`src/rtl/usb_pkg.sv`:
```
// Shared types and constants for the USB transaction controller.
package usb_pkg;

    // Packet type requested from the transmit path
    typedef enum logic [1:0] {
        PT_NONE  = 2'b00,
        PT_TOKEN = 2'b01,
        PT_DATA  = 2'b10,
        PT_HS    = 2'b11
    } pkt_type_e;

    // PID encodings used by the controller
    localparam logic [3:0] PID_NONE  = 4'b0000;
    localparam logic [3:0] PID_OUT   = 4'b0001;
    localparam logic [3:0] PID_IN    = 4'b1001;
    localparam logic [3:0] PID_ACK   = 4'b0010;
    localparam logic [3:0] PID_NAK   = 4'b1010;
    localparam logic [3:0] PID_DATA0 = 4'b0011;
    localparam logic [3:0] PID_DATA1 = 4'b1011;

    // Transaction result codes
    typedef enum logic [1:0] {
        RES_OK      = 2'b00,
        RES_NAK     = 2'b01,
        RES_TIMEOUT = 2'b10,
        RES_BAD     = 2'b11
    } result_e;

    // Transaction state machine states
    typedef enum logic [2:0] {
        ST_IDLE    = 3'd0,
        ST_TX_TOK  = 3'd1,
        ST_TX_DATA = 3'd2,
        ST_RX_WAIT = 3'd3,
        ST_TX_HS   = 3'd4,
        ST_FIN     = 3'd5
    } txn_state_e;

    // True for either data packet PID
    function automatic logic is_data_pid(input logic [3:0] pid);
        return (pid == PID_DATA0) || (pid == PID_DATA1);
    endfunction

endpackage

```
`src/rtl/usb_rx_timer.sv`:
```
// Receive-wait timer: 8-bit counter with clear, increment, saturation
// at 8'hFF and a timeout flag once the count reaches the limit.
module usb_rx_timer (
    input  logic       clk,
    input  logic       rst_b,
    input  logic       clr_i,
    input  logic       inc_i,
    input  logic [7:0] limit_i,
    output logic       timeout_o
);

    logic [7:0] count_q, count_d;

    // Clear has priority; increment stops at the all-ones value
    always_comb begin
        count_d = count_q;
        if (clr_i) begin
            count_d = 8'd0;
        end else if (inc_i && (count_q != 8'hFF)) begin
            count_d = count_q + 8'd1;
        end
    end

    // Counter register with synchronous active-high reset
    always_ff @(posedge clk) begin
        if (rst_b) begin
            count_q <= 8'd0;
        end else begin
            count_q <= count_d;
        end
    end

    assign timeout_o = (count_q >= limit_i);

endmodule

```
`src/rtl/usb_txn_ctrl.sv`:
```
// USB host transaction controller: sequences token, data and handshake
// packets for IN/OUT transactions and reports the outcome.
// Optional feature macro USB_TXN_RETRY_EN: when defined, NAK, TIMEOUT
// and BAD outcomes restart the transaction until MAX_TRIES attempts.
module usb_txn_ctrl
    import usb_pkg::*;
#(
    parameter logic [7:0] TIMEOUT_CYC = 8'd200,
    parameter logic [2:0] MAX_TRIES   = 3'd4
) (
    input  logic       clk,
    input  logic       rst_b,
    input  logic       start,
    input  logic       txn_in,
    input  logic       tx_done,
    input  logic       rx_done,
    input  logic [3:0] rx_pid,
    input  logic       rx_crc_ok,
    output logic       tx_req,
    output logic [1:0] tx_ptype,
    output logic [3:0] tx_pid,
    output logic       rw,
    output logic       busy,
    output logic       result_valid,
    output logic [1:0] result,
    output logic [2:0] tries
);

`ifdef USB_TXN_RETRY_EN
    localparam logic RETRY_EN = 1'b1;
`else
    localparam logic RETRY_EN = 1'b0;
`endif

    txn_state_e state_q, state_d;
    result_e    result_q, result_d;
    result_e    outcome;
    logic       have_outcome;
    logic       is_in_q, is_in_d;
    logic [2:0] tries_q, tries_d;
    logic       tx_req_q, tx_req_d;
    logic       timeout;

    usb_rx_timer u_rx_timer (
        .clk       (clk),
        .rst_b     (rst_b),
        .clr_i     (state_q != ST_RX_WAIT),
        .inc_i     ((state_q == ST_RX_WAIT) && !rx_done),
        .limit_i   (TIMEOUT_CYC),
        .timeout_o (timeout)
    );

    // State and transaction context registers
    always_ff @(posedge clk) begin
        if (rst_b) begin
            state_q  <= ST_IDLE;
            result_q <= RES_OK;
            is_in_q  <= 1'b0;
            tries_q  <= 3'd0;
            tx_req_q <= 1'b0;
        end else begin
            state_q  <= state_d;
            result_q <= result_d;
            is_in_q  <= is_in_d;
            tries_q  <= tries_d;
            tx_req_q <= tx_req_d;
        end
    end

    // Next-state logic; failed outcomes either restart the attempt or finish
    always_comb begin
        state_d      = state_q;
        result_d     = result_q;
        is_in_d      = is_in_q;
        tries_d      = tries_q;
        have_outcome = 1'b0;
        outcome      = RES_OK;
        case (state_q)
            ST_IDLE: begin
                if (start) begin
                    is_in_d = txn_in;
                    tries_d = 3'd1;
                    state_d = ST_TX_TOK;
                end
            end
            ST_TX_TOK: begin
                if (tx_done) begin
                    state_d = is_in_q ? ST_RX_WAIT : ST_TX_DATA;
                end
            end
            ST_TX_DATA: begin
                if (tx_done) begin
                    state_d = ST_RX_WAIT;
                end
            end
            ST_RX_WAIT: begin
                if (rx_done) begin
                    if (is_in_q) begin
                        if (is_data_pid(rx_pid)) begin
                            if (rx_crc_ok) begin
                                state_d = ST_TX_HS;
                            end else begin
                                have_outcome = 1'b1;
                                outcome      = RES_BAD;
                            end
                        end else if (rx_pid == PID_NAK) begin
                            have_outcome = 1'b1;
                            outcome      = RES_NAK;
                        end else begin
                            have_outcome = 1'b1;
                            outcome      = RES_BAD;
                        end
                    end else begin
                        if (rx_pid == PID_ACK) begin
                            result_d = RES_OK;
                            state_d  = ST_FIN;
                        end else if (rx_pid == PID_NAK) begin
                            have_outcome = 1'b1;
                            outcome      = RES_NAK;
                        end else begin
                            have_outcome = 1'b1;
                            outcome      = RES_BAD;
                        end
                    end
                end else if (timeout) begin
                    have_outcome = 1'b1;
                    outcome      = RES_TIMEOUT;
                end
            end
            ST_TX_HS: begin
                if (tx_done) begin
                    result_d = RES_OK;
                    state_d  = ST_FIN;
                end
            end
            ST_FIN: begin
                state_d = ST_IDLE;
            end
            default: begin
                state_d = ST_IDLE;
            end
        endcase
        if (have_outcome) begin
            if (RETRY_EN && (tries_q < MAX_TRIES)) begin
                tries_d = tries_q + 3'd1;
                state_d = ST_TX_TOK;
            end else begin
                result_d = outcome;
                state_d  = ST_FIN;
            end
        end
        tx_req_d = (state_d != state_q) &&
                   ((state_d == ST_TX_TOK) || (state_d == ST_TX_DATA) ||
                    (state_d == ST_TX_HS));
    end

    // Outputs decoded from the current state
    always_comb begin
        tx_req       = tx_req_q;
        tx_ptype     = PT_NONE;
        tx_pid       = PID_NONE;
        rw           = 1'b1;
        busy         = (state_q != ST_IDLE);
        result_valid = (state_q == ST_FIN);
        result       = result_q;
        tries        = tries_q;
        case (state_q)
            ST_TX_TOK: begin
                tx_ptype = PT_TOKEN;
                tx_pid   = is_in_q ? PID_IN : PID_OUT;
            end
            ST_TX_DATA: begin
                tx_ptype = PT_DATA;
            end
            ST_TX_HS: begin
                tx_ptype = PT_HS;
                tx_pid   = PID_ACK;
            end
            ST_RX_WAIT: begin
                rw = 1'b0;
            end
            default: begin
                tx_ptype = PT_NONE;
            end
        endcase
    end

endmodule

```
`config.mk`:
```
export PLATFORM = sky130hd
export DESIGN_NAME = usb_txn_ctrl
export DESIGN_NICKNAME = d
export VERILOG_FILES = /design/src/rtl/usb_pkg.sv /design/src/rtl/usb_rx_timer.sv /design/src/rtl/usb_txn_ctrl.sv
export SDC_FILE = /design/constraint.sdc
export NUM_CORES = 1
export LEC_CHECK = 0
export BUFFER_PORTS_ARGS = -buffer_cell sky130_fd_sc_hd__buf_2
export CAP_MARGIN = 30
export CORE_MARGIN = 5
export CORE_UTILIZATION = 40
export DETAILED_ROUTE_END_ITERATION = 8
export SETUP_SLACK_MARGIN = 0.3
export SLEW_MARGIN = 20
export SYNTH_ARGS = -nofsm -noshare
export SYNTH_HDL_FRONTEND = slang
export SYNTH_SLANG_ARGS = --single-unit
```
`constraint.sdc`:
```
create_clock -name clk -period 1.71 [get_ports clk]
set_input_delay 0.171 -clock clk [delete_from_list [all_inputs] [get_ports clk]]
set_output_delay 0.171 -clock clk [all_outputs]
set_load 0.01 [all_outputs]
```
# Yosys cells after proc, flatten, opt, wreduce, memory -nomap -nowiden
# Cells that the tools add are included.
# word_totals
word_cells	77
ff_bits	16
inputBits	11
# classes
n_lt_le_gt_ge	1
n_eq_ne	19
n_mux	37
addsub	1
reduce_logical	13
# ops
cell	count
two-way mux 3 bit	10
two-way mux 2 bit	13
one-hot mux 3 bit (5 select lines)	1
== test 3 x 2 -> 1 bit (second input constant)	3
== test 3 bit (second input constant)	3
two-way mux 1 bit	9
!= test 3 bit (second input constant)	3
adder 8 x 1 -> 8 bit (second input constant)	1
== test 4 x 2 -> 1 bit (second input constant)	2
== test 4 bit (second input constant)	2
greater-or-equal comparator 8 bit (second input constant)	1
!= test 8 bit (second input constant)	1
one-hot mux 4 bit (2 select lines)	1
== test 3 x 1 -> 1 bit (second input constant)	2
!= test 3 x 2 -> 1 bit (second input constant)	2
one-hot mux 2 bit (3 select lines)	1
nonzero test 3 bit	2
AND reduction 5 bit	1
two-way mux 4 bit	1
one-hot mux 2 bit (2 select lines)	1
logical AND 1 bit	3
zero test 3 bit	1
logical OR 1 bit	3
!= test 3 bit	1
3 further kinds	3

# Logic depth before layout (Yosys ltp)
# logic_depth
word_depth	11
ltp_mapped	5

# Hierarchy
# Synthesis repeated with hierarchy kept, for this count alone.
# unflattened
hier_cells	164
hier_area_um2	1288.7
# by_module_without_submodules
mod	instances	cells_each	area_each_um2
usb_txn_ctrl	1	92	681.9
usb_rx_timer	1	72	606.8

# Worst setup path before layout
# OpenSTA, ideal clock, no wires.
# synth_path
path_kind	register -> register
start	register state_q[1]
end	register u_rx_timer.count_q[7]
stages_incl_launch_ff	5
setup_slack_ns	0.338
required_time_ns	1.640
arrival_time_ns	1.302
path_cell_list	dfxtp_1 > and4bb_4 > nand4_4 > or4_1 > a21oi_1
# synth_via
elab_chain_cells	3
# synth_rtl
element	line_no	source
from (decl)	usb_txn_ctrl.sv:35	txn_state_e state_q, state_d;
from (signal assigned)	usb_txn_ctrl.sv:62	state_q <= state_d;
== test 3 x 2 -> 1 bit	usb_txn_ctrl.sv:48	.inc_i ((state_q == ST_RX_WAIT) && !rx_done),
logical AND 1 bit	usb_txn_ctrl.sv:48	
logical AND 1 bit	usb_rx_timer.sv:19	end else if (inc_i && (count_q != 8'hFF)) begin
to (signal assigned)	usb_rx_timer.sv:29	count_q <= count_d;
to (decl)	usb_rx_timer.sv:12	logic [7:0] count_q, count_d;
# Parallel ways exist; a longest one is shown, timed or not.
# A chain may end at the register's enable or synchronous reset.

# Worst setup path after layout
# layout_path
start	register state_q[2]
end	register u_rx_timer.count_q[7]
# The elaborated chain is that of the path after synthesis.

==> flow_metrics.py <==
metrics = {
    "power": {
        "p_clk_frac": 0.251,
        "power.density_nw_per_um2": 620,
        "p_sw_frac": 0.282,
        "seqPwrFrac": 0.519,
        "switchingPower_uw": 216,
        "vdd_drop_max_mv": 0.318,
        "pwr-share-comb": 0.230,
        "power.leakage_nw": 0.531,
        "intPower_uw": 549,
    },
    "placement": {
        "hpwl_mm": 1.74,
        "dp_cells": 169,
        "port_buffers": 22,
        "gp_congestion": 0.789,
    },
    "sta": {
        "final-setup-viol-count": 0,
        "grt_setup_unrepaired": "true",
        "clock_skew_ns": 0.00551,
        "fmax_mhz": 709,
        "tns_ns": 0,
        "post-route-period-util": 0.824,
        "slew_viol_final": 0,
        "finalCriticalPeriod_ns": 1.41,
        "hold_slack_ns": 0.139,
        "hold_viol_final": 0,
    },
    "clocking": {
        "cts-root-buf": "clkbuf_4",
        "clk_latency_ns": 0.28,
        "h-tree-depth": 1,
        "clockBufferDepth": 2,
        "numCtsBuffers": 3,
        "cts.sinks": 16,
        "postCtsHoldBufs": 0,
        "path_clk_slew_ns": 0.09,
        "tritoncts": "yes",
    },
    "logic_synthesis": {
        "syn_inst": 120,
        "yosysMostFrequentCell": "dfxtp_1",
        "synth_area_leader_cell": "dfxtp_1",
        "synth-seq-cells": 16,
        "synthFlopType": "dfxtp_1",
        "synthArstFlopShare": 0,
        "ys_seq_area_frac": 0.333,
        "ys_warn_count": 0,
        "netlist_area_sq_um": 961,
        "syn_avg_cell_area_sq_um": 8.01,
        "synth_edf_count": 0,
        "ys_types": 42,
        "synth_area_leaders": "dfxtp_1 33%, nor2_1 5.9%, a21oi_1 3.6%",
        "yosysTopAreaCellShare": 0.333,
        "synth_common_cells": "16 x dfxtp_1, 15 x nor2_1, 9 x inv_1",
    },
    "die": {
        "die_x_um": 59.0,
        "row_count": 17,
        "ios": 26,
        "start_util": 0.426,
        "die_h_um": 59.0,
        "die_area_sq_um": 3480,
        "core_sq_um": 2250,
    },
    "detailed_routing": {
        "drtIter0Drc": 17,
        "vias_per_cell": 5.42,
        "wire_per_inst_um": 13.2,
        "wl_met2_mm": 1.17,
        "drt-pass1-iter-count": 4,
        "met3WireLength_um": 90,
        "routed.top_layer": "met4",
        "num_vias": 949,
        "antenna_left": 0,
        "wl_mm": 2.31,
        "drc": 0,
        "met1_length_mm": 1.03,
    },
    "layout": {
        "num-nets-final": 162,
        "diodes": 0,
        "area_growth_syn_to_layout_pct": 28.4,
        "fin_util": 0.547,
        "stdcell_count": 175,
        "drive_above_1_share": 0.340,
    },
    "setup_path": {
        "crit_cells": 4,
        "critPathCaptureType": "flip-flop",
        "critPathLaunchType": "flip-flop",
        "slowest_delay_ns": 0.44,
        "worst_r2r_path_depth": 4,
        "crit_fanout": 6,
        "slowest_stage": "or4_4",
        "path_cells": "and4bb_4 -> nand4_4 -> or4_4 -> a21oi_2",
        "worstSetupPathType": "reg -> reg",
        "crit_arrival_ns": 1.63,
        "crit_buf_inv": 0,
        "crit_family": "simple AND/OR/NAND/NOR gates",
        "cp.required_ns": 1.93,
    },
    "global_routing": {
        "grt_first_pass_wirelength_mm": 3.65,
        "grt_pass1_vias": 841,
        "grt_usage": 0.136,
        "grt_overflow": 0,
        "grt_max_degree": 13,
        "antenna_found_initial": 0,
    },
    "flow_run": {
        "cap_violations": 0,
    },
    "worst_hold_path": {
        "worstHoldPathType": "in -> reg",
        "whs_path_depth": 3,
    },
    "run_status": {
        "status": "finished clean",
    },
}
-- kinds of logic after synthesis --
kind of cell	synth area share
AOI/OAI and AO/OA	0.207
xor gates and xnor gates	0.0273
adders and majority gates	0.0260
buffers and inverters	0.0807
DFF	0.333
muxes	0.0104
other	0.00390
and+or+nand+nor	0.311
-- layer usage --
metal | vias to the layer above | global-route usage
li1 | 479 | -
met1 | 447 | 0.166
met2 | 21 | 0.233
met3 | 2 | 0.0283
met4 | 0 | 0.0485
met5 | - | 0
-- layout make-up --
cell class                      count  area, sq um
Clock buffer                        3         22.5
Fill cell                         223         1020
Inverter                            9         33.8
Multi-Input combinational cell     89          636
Sequential cell                    16          324
Tap cell                           28         35.0
Timing Repair Buffer               30          183
-- worst min-delay path: stages --
cell and delay (ns):
buf_2 0.10, nand3_1 0.05, a21oi_1 0.05
-- worst paths after layout --
path | startpoint | to | slack (ns)
hold reg to reg | tries[0] | tries[0] | 0.49
setup / recovery | state_q[2] | u_rx_timer.count_q[7] | 0.30
hold / removal | txn_in | is_in_q | 0.14
setup reg to reg | state_q[2] | u_rx_timer.count_q[7] | 0.30
-- placed cells by master, fill, tap and decap left out, types with 3 or more instances in the layout --
cell type and count:
clkbuf_4 3, dfxtp_1 13, nand2_1 7, buf_4 4
a21oi_1 6, nor2_1 13, nand3b_1 3, buf_2 23
dfxtp_2 3, inv_1 9, nand3_1 5, o21ai_0 3
conb_1 3
-- per-stage QoR --
step / setup slack [ns] / power (mW) / area, sq um
floorplan: 0.338 / 0.497 / 968
global placement: 0.309 / 0.545 / 1110
detailed placement: 0.260 / 0.547 / 1110
CTS: 0.266 / 0.748 / 1160
global route: 0.244 / 0.812 / 1230
finish: 0.300 / 0.765 / 1230
-- sequential cells by signal, summed over array words and instances, names as in the netlist --
register,count
result,2
tries,1
is_in_q,1
u_rx_timer.count_q,8
tx_req,1
state_q,3
-- timing repair --
item | 4_1_cts | 5_1_grt
gates cloned | 0 | 1
setup endpoints to repair | 5 | 13
resized for setup | 5 | 19
endpoints found under the hold margin | 0 | 0
pin swaps | 2 | 2
buffers inserted | 1 | 1
-- power by group through the flow --
stage	clock network, mW	logic (mW)	registers (mW)
floorplan	0	0.0903	0.407
global placement	0	0.143	0.402
detailed placement	0	0.144	0.403
CTS	0.199	0.154	0.395
global route	0.217	0.195	0.400
finish	0.192	0.176	0.397
Note: power is estimated with default switching activity, not from simulation.
